[config.mk]
export PLATFORM = sky130hd
export DESIGN_NAME = kbd_scan_controller
export DESIGN_NICKNAME = d
export VERILOG_FILES = /design/src/rtl/kbd_scan_controller.sv
export SDC_FILE = /design/constraint.sdc
export NUM_CORES = 1
export LEC_CHECK = 0
export CAP_MARGIN = 20
export CORE_MARGIN = 2
export CORE_UTILIZATION = 65
export DETAILED_ROUTE_END_ITERATION = 7
export DONT_BUFFER_PORTS = 1
export GPL_ROUTABILITY_DRIVEN = 1
export PLACE_DENSITY_LB_ADDON = 0.25
export SLEW_MARGIN = 20
export SYNTH_ARGS = -nofsm -noshare
export SYNTH_HDL_FRONTEND = slang
export SYNTH_SLANG_ARGS = --single-unit
[constraint.sdc]
create_clock -name clk_in -period 6.06 [get_ports clk_in]
set_input_delay 1.515 -clock clk_in [delete_from_list [all_inputs] [get_ports clk_in]]
set_output_delay 1.515 -clock clk_in [all_outputs]
set_load 0.005 [all_outputs]
[src/rtl/kbd_scan_controller.sv]
`timescale 1ns/1ps
`default_nettype none
// +-----------------------------------------------------------------------------------------+
// | kbd_scan_controller: Set 2 scan-byte sequencer with event FIFO; opt. KBD_REPEAT_FILTER_EN |
// | Revision 1.0                                                                              |
// +-----------------------------------------------------------------------------------------+
module kbd_scan_controller #(
  parameter int FIFO_DEPTH     = 8,
  parameter int TIMEOUT_CYCLES = 2_000_000
) (
  input  logic                        clk_in,
  input  logic                        rst_in,
  input  logic [7:0]                  byte_in,
  input  logic                        byte_valid_in,
  input  logic                        rd_in,
  input  logic                        clr_ovf_in,
  output logic [9:0]                  event_out,
  output logic                        empty_out,
  output logic [$clog2(FIFO_DEPTH):0] count_out,
  output logic                        overflow_out
);

  localparam int PTR_W = $clog2(FIFO_DEPTH);
  localparam int TMR_W = (TIMEOUT_CYCLES > 2) ? $clog2(TIMEOUT_CYCLES) : 1;
  localparam logic [TMR_W-1:0] TMR_LAST = TMR_W'(TIMEOUT_CYCLES - 1);
  localparam logic [PTR_W:0]   CNT_FULL = (PTR_W+1)'(FIFO_DEPTH);

  typedef enum logic [2:0] {S_IDLE, S_EXT, S_BRK, S_EXT_BRK, S_PAUSE} state_t;

  state_t           state;
  logic [2:0]       skip;
  logic [TMR_W-1:0] tmr;
  logic             is_chatter;
  logic             dec_valid;
  logic [9:0]       dec_event;
  logic             push;

  always_comb begin
    case (byte_in)
      8'hAA, 8'hFA, 8'hFE, 8'hEE, 8'h00, 8'hFF: is_chatter = 1'b1;
      default:                                  is_chatter = 1'b0;
    endcase
  end

  // Events are decoded in the same cycle the final byte is sampled.
  always_comb begin
    dec_valid = 1'b0;
    dec_event = {2'b00, byte_in};
    if (byte_valid_in) begin
      case (state)
        S_IDLE:    dec_valid = !is_chatter && byte_in != 8'hE0 && byte_in != 8'hF0 && byte_in != 8'hE1;
        S_EXT: begin
          dec_valid = byte_in != 8'hF0 && byte_in != 8'hE0;
          dec_event = {2'b01, byte_in};
        end
        S_BRK: begin
          dec_valid = 1'b1;
          dec_event = {2'b10, byte_in};
        end
        S_EXT_BRK: begin
          dec_valid = 1'b1;
          dec_event = {2'b11, byte_in};
        end
        S_PAUSE: begin
          dec_valid = (skip == 3'd1);
          dec_event = {2'b01, 8'hE1};
        end
        default: dec_valid = 1'b0;
      endcase
    end
  end

  always_ff @(posedge clk_in) begin
    if (rst_in) begin
      state <= S_IDLE;
      skip  <= 3'd0;
      tmr   <= '0;
    end else if (byte_valid_in) begin
      tmr <= '0;
      case (state)
        S_IDLE: begin
          if (byte_in == 8'hE0)      state <= S_EXT;
          else if (byte_in == 8'hF0) state <= S_BRK;
          else if (byte_in == 8'hE1) begin
            state <= S_PAUSE;
            skip  <= 3'd7;
          end
        end
        S_EXT: begin
          if (byte_in == 8'hF0)      state <= S_EXT_BRK;
          else if (byte_in != 8'hE0) state <= S_IDLE;
        end
        S_PAUSE: begin
          skip <= skip - 3'd1;
          if (skip == 3'd1) state <= S_IDLE;
        end
        default: state <= S_IDLE;
      endcase
    end else if (state != S_IDLE) begin
      if (tmr == TMR_LAST) begin
        state <= S_IDLE;
        tmr   <= '0;
      end else begin
        tmr <= tmr + TMR_W'(1);
      end
    end
  end

`ifdef KBD_REPEAT_FILTER_EN
  logic       held_valid;
  logic [8:0] held_key;
  logic       key_match;

  assign key_match = held_valid && (dec_event[8:0] == held_key);
  assign push      = dec_valid && (dec_event[9] || !key_match);

  always_ff @(posedge clk_in) begin
    if (rst_in) begin
      held_valid <= 1'b0;
      held_key   <= '0;
    end else if (dec_valid) begin
      if (!dec_event[9] && !key_match) begin
        held_valid <= 1'b1;
        held_key   <= dec_event[8:0];
      end else if (dec_event[9] && key_match) begin
        held_valid <= 1'b0;
      end
    end
  end
`else
  assign push = dec_valid;
`endif

  logic [9:0]       mem [FIFO_DEPTH];
  logic [PTR_W-1:0] wr_ptr;
  logic [PTR_W-1:0] rd_ptr;
  logic [PTR_W:0]   count;
  logic [9:0]       last_head;
  logic             full;
  logic             do_pop;
  logic             do_push;

  assign full      = (count == CNT_FULL);
  assign empty_out = (count == '0);
  assign count_out = count;
  assign do_pop    = rd_in && !empty_out;
  assign do_push   = push && (!full || do_pop);
  // Fall-through head; the last shown value is kept once the FIFO drains.
  assign event_out = empty_out ? last_head : mem[rd_ptr];

  always_ff @(posedge clk_in) begin
    if (do_push) mem[wr_ptr] <= dec_event;
  end

  always_ff @(posedge clk_in) begin
    if (rst_in) begin
      wr_ptr       <= '0;
      rd_ptr       <= '0;
      count        <= '0;
      last_head    <= '0;
      overflow_out <= 1'b0;
    end else begin
      if (do_push) wr_ptr <= wr_ptr + PTR_W'(1);
      if (do_pop)  rd_ptr <= rd_ptr + PTR_W'(1);
      if (do_push && !do_pop)      count <= count + (PTR_W+1)'(1);
      else if (!do_push && do_pop) count <= count - (PTR_W+1)'(1);
      if (!empty_out) last_head <= mem[rd_ptr];
      if (push && full && !do_pop) overflow_out <= 1'b1;
      else if (clr_ovf_in)         overflow_out <= 1'b0;
    end
  end

endmodule
`default_nettype wire

# Word-level counts from Yosys, hierarchy flattened
# Memory sizes are Yosys's and may differ from the RTL's. A register that Yosys moved wholly into a read port is not among the register bits.
# Cells that the tools add are included.
[op_classes]
eq_ne = 24
mux = 29
reduce_logical = 30
n_addsub = 6
[op_table]
columns = ["operator", "n"]
rows = [
  ["$eq A8 B8 Y1 const B", 8],
  ["$mux W3", 14],
  ["$pmux W10 S4", 1],
  ["$ne A8 B8 Y1 const B", 3],
  ["$add A21 B1 Y21 const B", 1],
  ["$eq A21 B21 Y1 const B", 1],
  ["$mux W21", 1],
  ["$mux W10", 2],
  ["$logic_and A1 B1 Y1", 10],
  ["$reduce_and A5 Y1", 2],
  ["$reduce_bool A2 Y1", 5],
  ["$pmux W3 S3", 1],
  ["$logic_not A8 Y1", 1],
  ["$mux W4", 2],
  ["$add A3 B1 Y3 const B", 2],
  ["$eq A3 B1 Y1 const B", 2],
  ["$eq A3 B2 Y1 const B", 2],
  ["$mux W1", 6],
  ["$ne A2 B2 Y1 const B", 3],
  ["$pmux W3 S2", 1],
  ["$reduce_or A6 Y1", 1],
  ["$logic_not A1 Y1", 5],
  ["$ne A5 B5 Y1 const B", 1],
  ["$add A4 B1 Y4 const B", 1],
  ["other kinds (12)", 13],
]
[word_totals]
n_memories = 1
mem_bits_rw = 80
regBits = 48
out_inout_bits = 16
[mem_list]
columns = ["name", "depth", "word_bits", "read_ports", "rd_clocked_by_memory_dff", "wr", "line", "source"]
rows = [
  ["mem", 8, 10, 1, 1, 1, "134", "logic [9:0] mem [FIFO_DEPTH];"],
]

# Logic depth before layout (Yosys ltp)
[logic_depth]
depth_word = 14
depth_mapped = 16
depth_no_buf = 16

# Worst setup path after synthesis
# OpenSTA, ideal clock, no wires.
[synth_path]
kind = "input to register"
start = "in byte_in[3]"
end = "reg count[3] (netlist: count_out[3])"
setup_time_ns = 0.071
path_stages = 14
arrival_ns = 3.911
setup_slack_ns = 2.078
n_path_buf = 0
cell_sequence = "nor3_2 > nand3_1 > a221oi_2 > o32ai_4 > nand2_4 > inv_1 > ha_1 > inv_1 > ha_1 > a21o_1 > a21oi_1 > xnor2_1 > or3_1 > a21oi_1"
[synth_between]
elab_chain_cells = 13
[synth_lines]
columns = ["element", "line", "source"]
rows = [
  ["from (decl)", "13", "input logic [7:0] byte_in,"],
  ["$eq A8 B8 Y1 or $logic_not A8 Y1 (tied branches)", "39", "case (byte_in)"],
  ["$reduce_or A6 Y1", "39", ""],
  ["$mux W1", "39", ""],
  ["$logic_not A1 Y1", "51", "S_IDLE: dec_valid = !is_chatter && byte_in != 8'hE0 && byte_in != 8'hF0 && byte_in != 8'hE1;"],
  ["$logic_and A1 B1 Y1 (3 in series)", "51", ""],
  ["$pmux W1 S4 *", "50", "case (state)"],
  ["$mux W1 *", "49", "if (byte_valid_in) begin"],
  ["$logic_and A1 B1 Y1 *", "147", "assign do_push = push && (!full || do_pop);"],
  ["via do_push", "141", "logic do_push;"],
  ["$logic_not A1 Y1", "166", "else if (!do_push && do_pop) count <= count - (PTR_W+1)'(1);"],
  ["$logic_and A1 B1 Y1", "166", ""],
  ["$reduce_bool A2 Y1 (no source line)", "n/a", ""],
  ["to (signal assigned)", "165", "if (do_push && !do_pop) count <= count + (PTR_W+1)'(1);"],
  ["to (signal assigned)", "166", ""],
  ["to (decl)", "137", "logic [PTR_W:0] count;"],
]
# Mark *: on every way through the listed nets, which the timed path passes. The rest lies on a longest branch.
# A chain may end at the register's enable or synchronous reset.

==> run_results.csv <==
group,metric,value,unit
sta,fmax,254,MHz
pwr,vdd_drop_max,0.266,mV
drt,drt-pass1-iter-count,5,
synthesis,synthTopCellsByCount,"edfxtp_1 (80), dfxtp_1 (51), nor2_1 (36), nand2_1 (28), mux4_2 (20)",
worst_setup_path,critPathMaxFanout,20,
floorplanning,die_y,96.6,microns
pwr,pwr-share-seq,0.419,
place,dp_cells,518,
grt,grt_overflow,0,
sta,tns,0,ns
worst_setup_path,crit_path_top_delay_cell,"dfxtp_1",
worst_setup_path,worstPathRequired,4.55,ns
place,portBuffers,0,
synthesis,synth_simple_gate_area_frac,0.156,
grt,grt_pass1_wl,18500,microns
sta,rsz0062_at_grt,"no",
pwr,swShare,0.263,
cts,cts_root_buf,"clkbuf_8",
grt,antenna_found_initial,0,
worst_setup_path,cpPeakStageDelay,1.01,ns
cts,post_cts_buffers,0,
synthesis,synth_top_family_by_area,"simple AND/OR/NAND/NOR gates",
floorplanning,placementRows,33,
pwr,clkPwrFrac,0.403,
drt,num_vias,3469,
worst_setup_path,crit_arrival,2.43,ns
synthesis,ys_ff_latch,131,
cts,tritoncts,"yes",
synthesis,syn_area,5580,sq um
synthesis,syn_area_per_cell,13.3,sq um
finish,syn_to_final_growth,14.1,%
sta,worst_slew_pin_slew,1.05,ns
drt,post-route-drc-count,0,
drt,postRouteAntennaNets,0,
floorplanning,start_util,0.676,
sta,post-route-period-util,0.651,
sta,hold_viol,0,
drt,viasPerCell,6.31,
floorplanning,die_area,9340,sq um
synthesis,ys_seq_area_frac,0.614,
cts,clkSinkCount,131,
finish,nFillCells,492,
sta,slew_violations,0,
pwr,report.power.total,0.00259,W
worst_setup_path,start_kind,"flip-flop",
pwr,power_density,408,nW/um^2
grt,grt.total_usage,0.260,
worst_setup_path,worstSetupEndpointType,"output pin",
floorplanning,ios,29,
pwr,p_switching,0.000682,W
synthesis,syn_inst,420,
sta,slew_headroom,0.300,
grt,grt_pass1_vias,3463,
finish,drive_gt1_frac,0.187,
sta,setup_viol_count_final,0,
finish,antenna-diode-count,0,
synthesis,synth_xor_xnor_area_share,0.0345,
flow_run,cap_violations,0,
cts,clkTransAtPathRegs,0.06,ns
synthesis,synth.most_common_cell,"edfxtp_1",
place,dp_hpwl,6910,microns
synthesis,async_flop_share,0,
synthesis,muxShareOfSynthArea,0.106,
sta,fin_worst_skew,0.00871,ns
cts,cts_buffer_depth,2,
synthesis,synth_top_area_frac,0.431,
synthesis,synth.area.top_cells,"edfxtp_1 (43%), dfxtp_1 (18%), mux4_2 (8.1%)",
worst_setup_path,critical_path_class,"flip-flop to output pin",
floorplanning,core_area,8260,sq um
synthesis,synth_compound_area_frac,0.0507,
drt,drt-initial-drc-count,223,
synthesis,synth_cell_types,52,
min_path,hp-class,"flip-flop to flip-flop",
synthesis,yosys_warnings,0,
worst_setup_path,path_cells,"mux4_2 > mux2i_1 > o21ai_0",
place,gp_congestion,0.834,
pwr,internal_power,0.00191,W
synthesis,synth.net_count,442,
pwr,p_comb_frac,0.179,
cts,clk_latency,0.52,ns
finish,fin_cells,550,
sta,fin_crit,3.94,ns
synthesis,synthFlopType,"edfxtp_1",
sta,fin_ws,2.12,ns
cts,ctsHoldBuffers,0,
pwr,leakage,2.12,nW
grt,grt_max_degree,34,
synthesis,synth_top_area_cell,"edfxtp_1",
place,dpl_cell_area,5740,sq um
cts,cts_resized,0,
cts,cts_buffers,17,
drt,routedWlPerCell,20.4,microns
floorplanning,fp.dieW,96.6,microns
finish,postLayoutCellArea,6360,sq um
cts,htreeDepth,4,
synthesis,synth_fa_ha_area_frac,0.0215,
status,status,"finished, final reports clean",
finish,nNetsFinal,454,
place,pre_cts_ws,1.75,ns
synthesis,synth_edf_count,80,
drt,routed_wl,11200,microns
==> power by group through the flow <==
| stage | clock network [W] | logic, W | registers, W |
|---|---|---|---|
| 2_1_floorplan | 0 | 0.000384 | 0.00107 |
| 3_3_place_gp | 0 | 0.000439 | 0.00110 |
| 3_5_place_dp | 0 | 0.000458 | 0.00110 |
| 4_1_cts | 0.00106 | 0.000469 | 0.00109 |
| 5_1_grt | 0.00109 | 0.000522 | 0.00110 |
| 6_report | 0.00104 | 0.000463 | 0.00109 |
==> cells in the final DEF (no fill, tap or decap), drive strengths merged, types with 3 or more instances in the layout <==
cell type,count
clkinv,4
nor2,39
o21ai,17
and4,3
ha,8
clkbuf,24
nor3,11
dfxtp,51
or3,5
buf,8
nor2b,16
nor4b,5
nand2b,6
xor2,11
mux2i,14
a21oi,15
nand3,12
inv,12
mux4,20
edfxtp,80
or2,4
nand3b,3
nor4,7
xnor2,11
nand4,6
nand2,29
==> cells by family after synthesis <==
| family | count (synthesis) |
|---|---|
| AOI/OAI and AO/OA | 44 |
| xor gates and xnor gates | 22 |
| DFF | 131 |
| muxes | 34 |
| and+or+nand+nor | 155 |
| buffers and inverters | 25 |
| adders and majority gates | 9 |
==> critical path: cells and delay by family (launching register included) <==
family	cells	cell delay, ns
AO/OA/AOI/OAI	1	0.19
flip-flops	1	1.01
multiplexers	2	0.71
==> layout make-up <==
type                       instances  area [sq um]  share of cell area
clock buffer                      24           546              0.0857
inverter                          10          37.5             0.00590
timing repair buffer               8          60.1             0.00944
multi-input combinational        264          2090               0.328
sequential                       131          3420               0.538
clock inverter                     8          81.3              0.0128
tap                              105           131              0.0206
==> layer usage <==
metal / vias to the layer above / wire (microns) / GRT usage
li1: 1588 / - / -
met1: 1708 / 4800 / 0.341
met2: 142 / 5290 / 0.396
met3: 31 / 829 / 0.0896
met4: 0 / 321 / 0.116
met5: - / 0 / 0
==> path summary, 6_finish.rpt <==
kind	start	end	slack (ns)	cells past startpoint
worst max-delay path	flip-flop	event_out[7]	2.12	3
worst min-delay path	tmr[1]	tmr[1]	0.49	2
worst max register to register	state[1]	count_out[3]	2.88	14
worst min register to register	tmr[1]	tmr[1]	0.49	2
==> per-stage QoR <==
step | utilization | hold slack (ns)
2_1_floorplan | - | 0.449
3_5_place_dp | 0.695 | 0.483
4_1_cts | 0.771 | 0.491
6_report | 0.771 | 0.487
3_3_place_gp | 0.695 | 0.459
5_1_grt | 0.771 | 0.503
==> sequential cells by signal, indices dropped and copies added, names as in the netlist, named ones only <==
| signal | flops |
|---|---|
| overflow_out | 1 |
| rd_ptr | 3 |
| count_out | 4 |
| state | 3 |
| last_head | 10 |
| wr_ptr | 3 |
| mem | 80 |
| tmr | 21 |
| skip | 3 |
No activity file was read; power rests on OpenSTA's default activity.
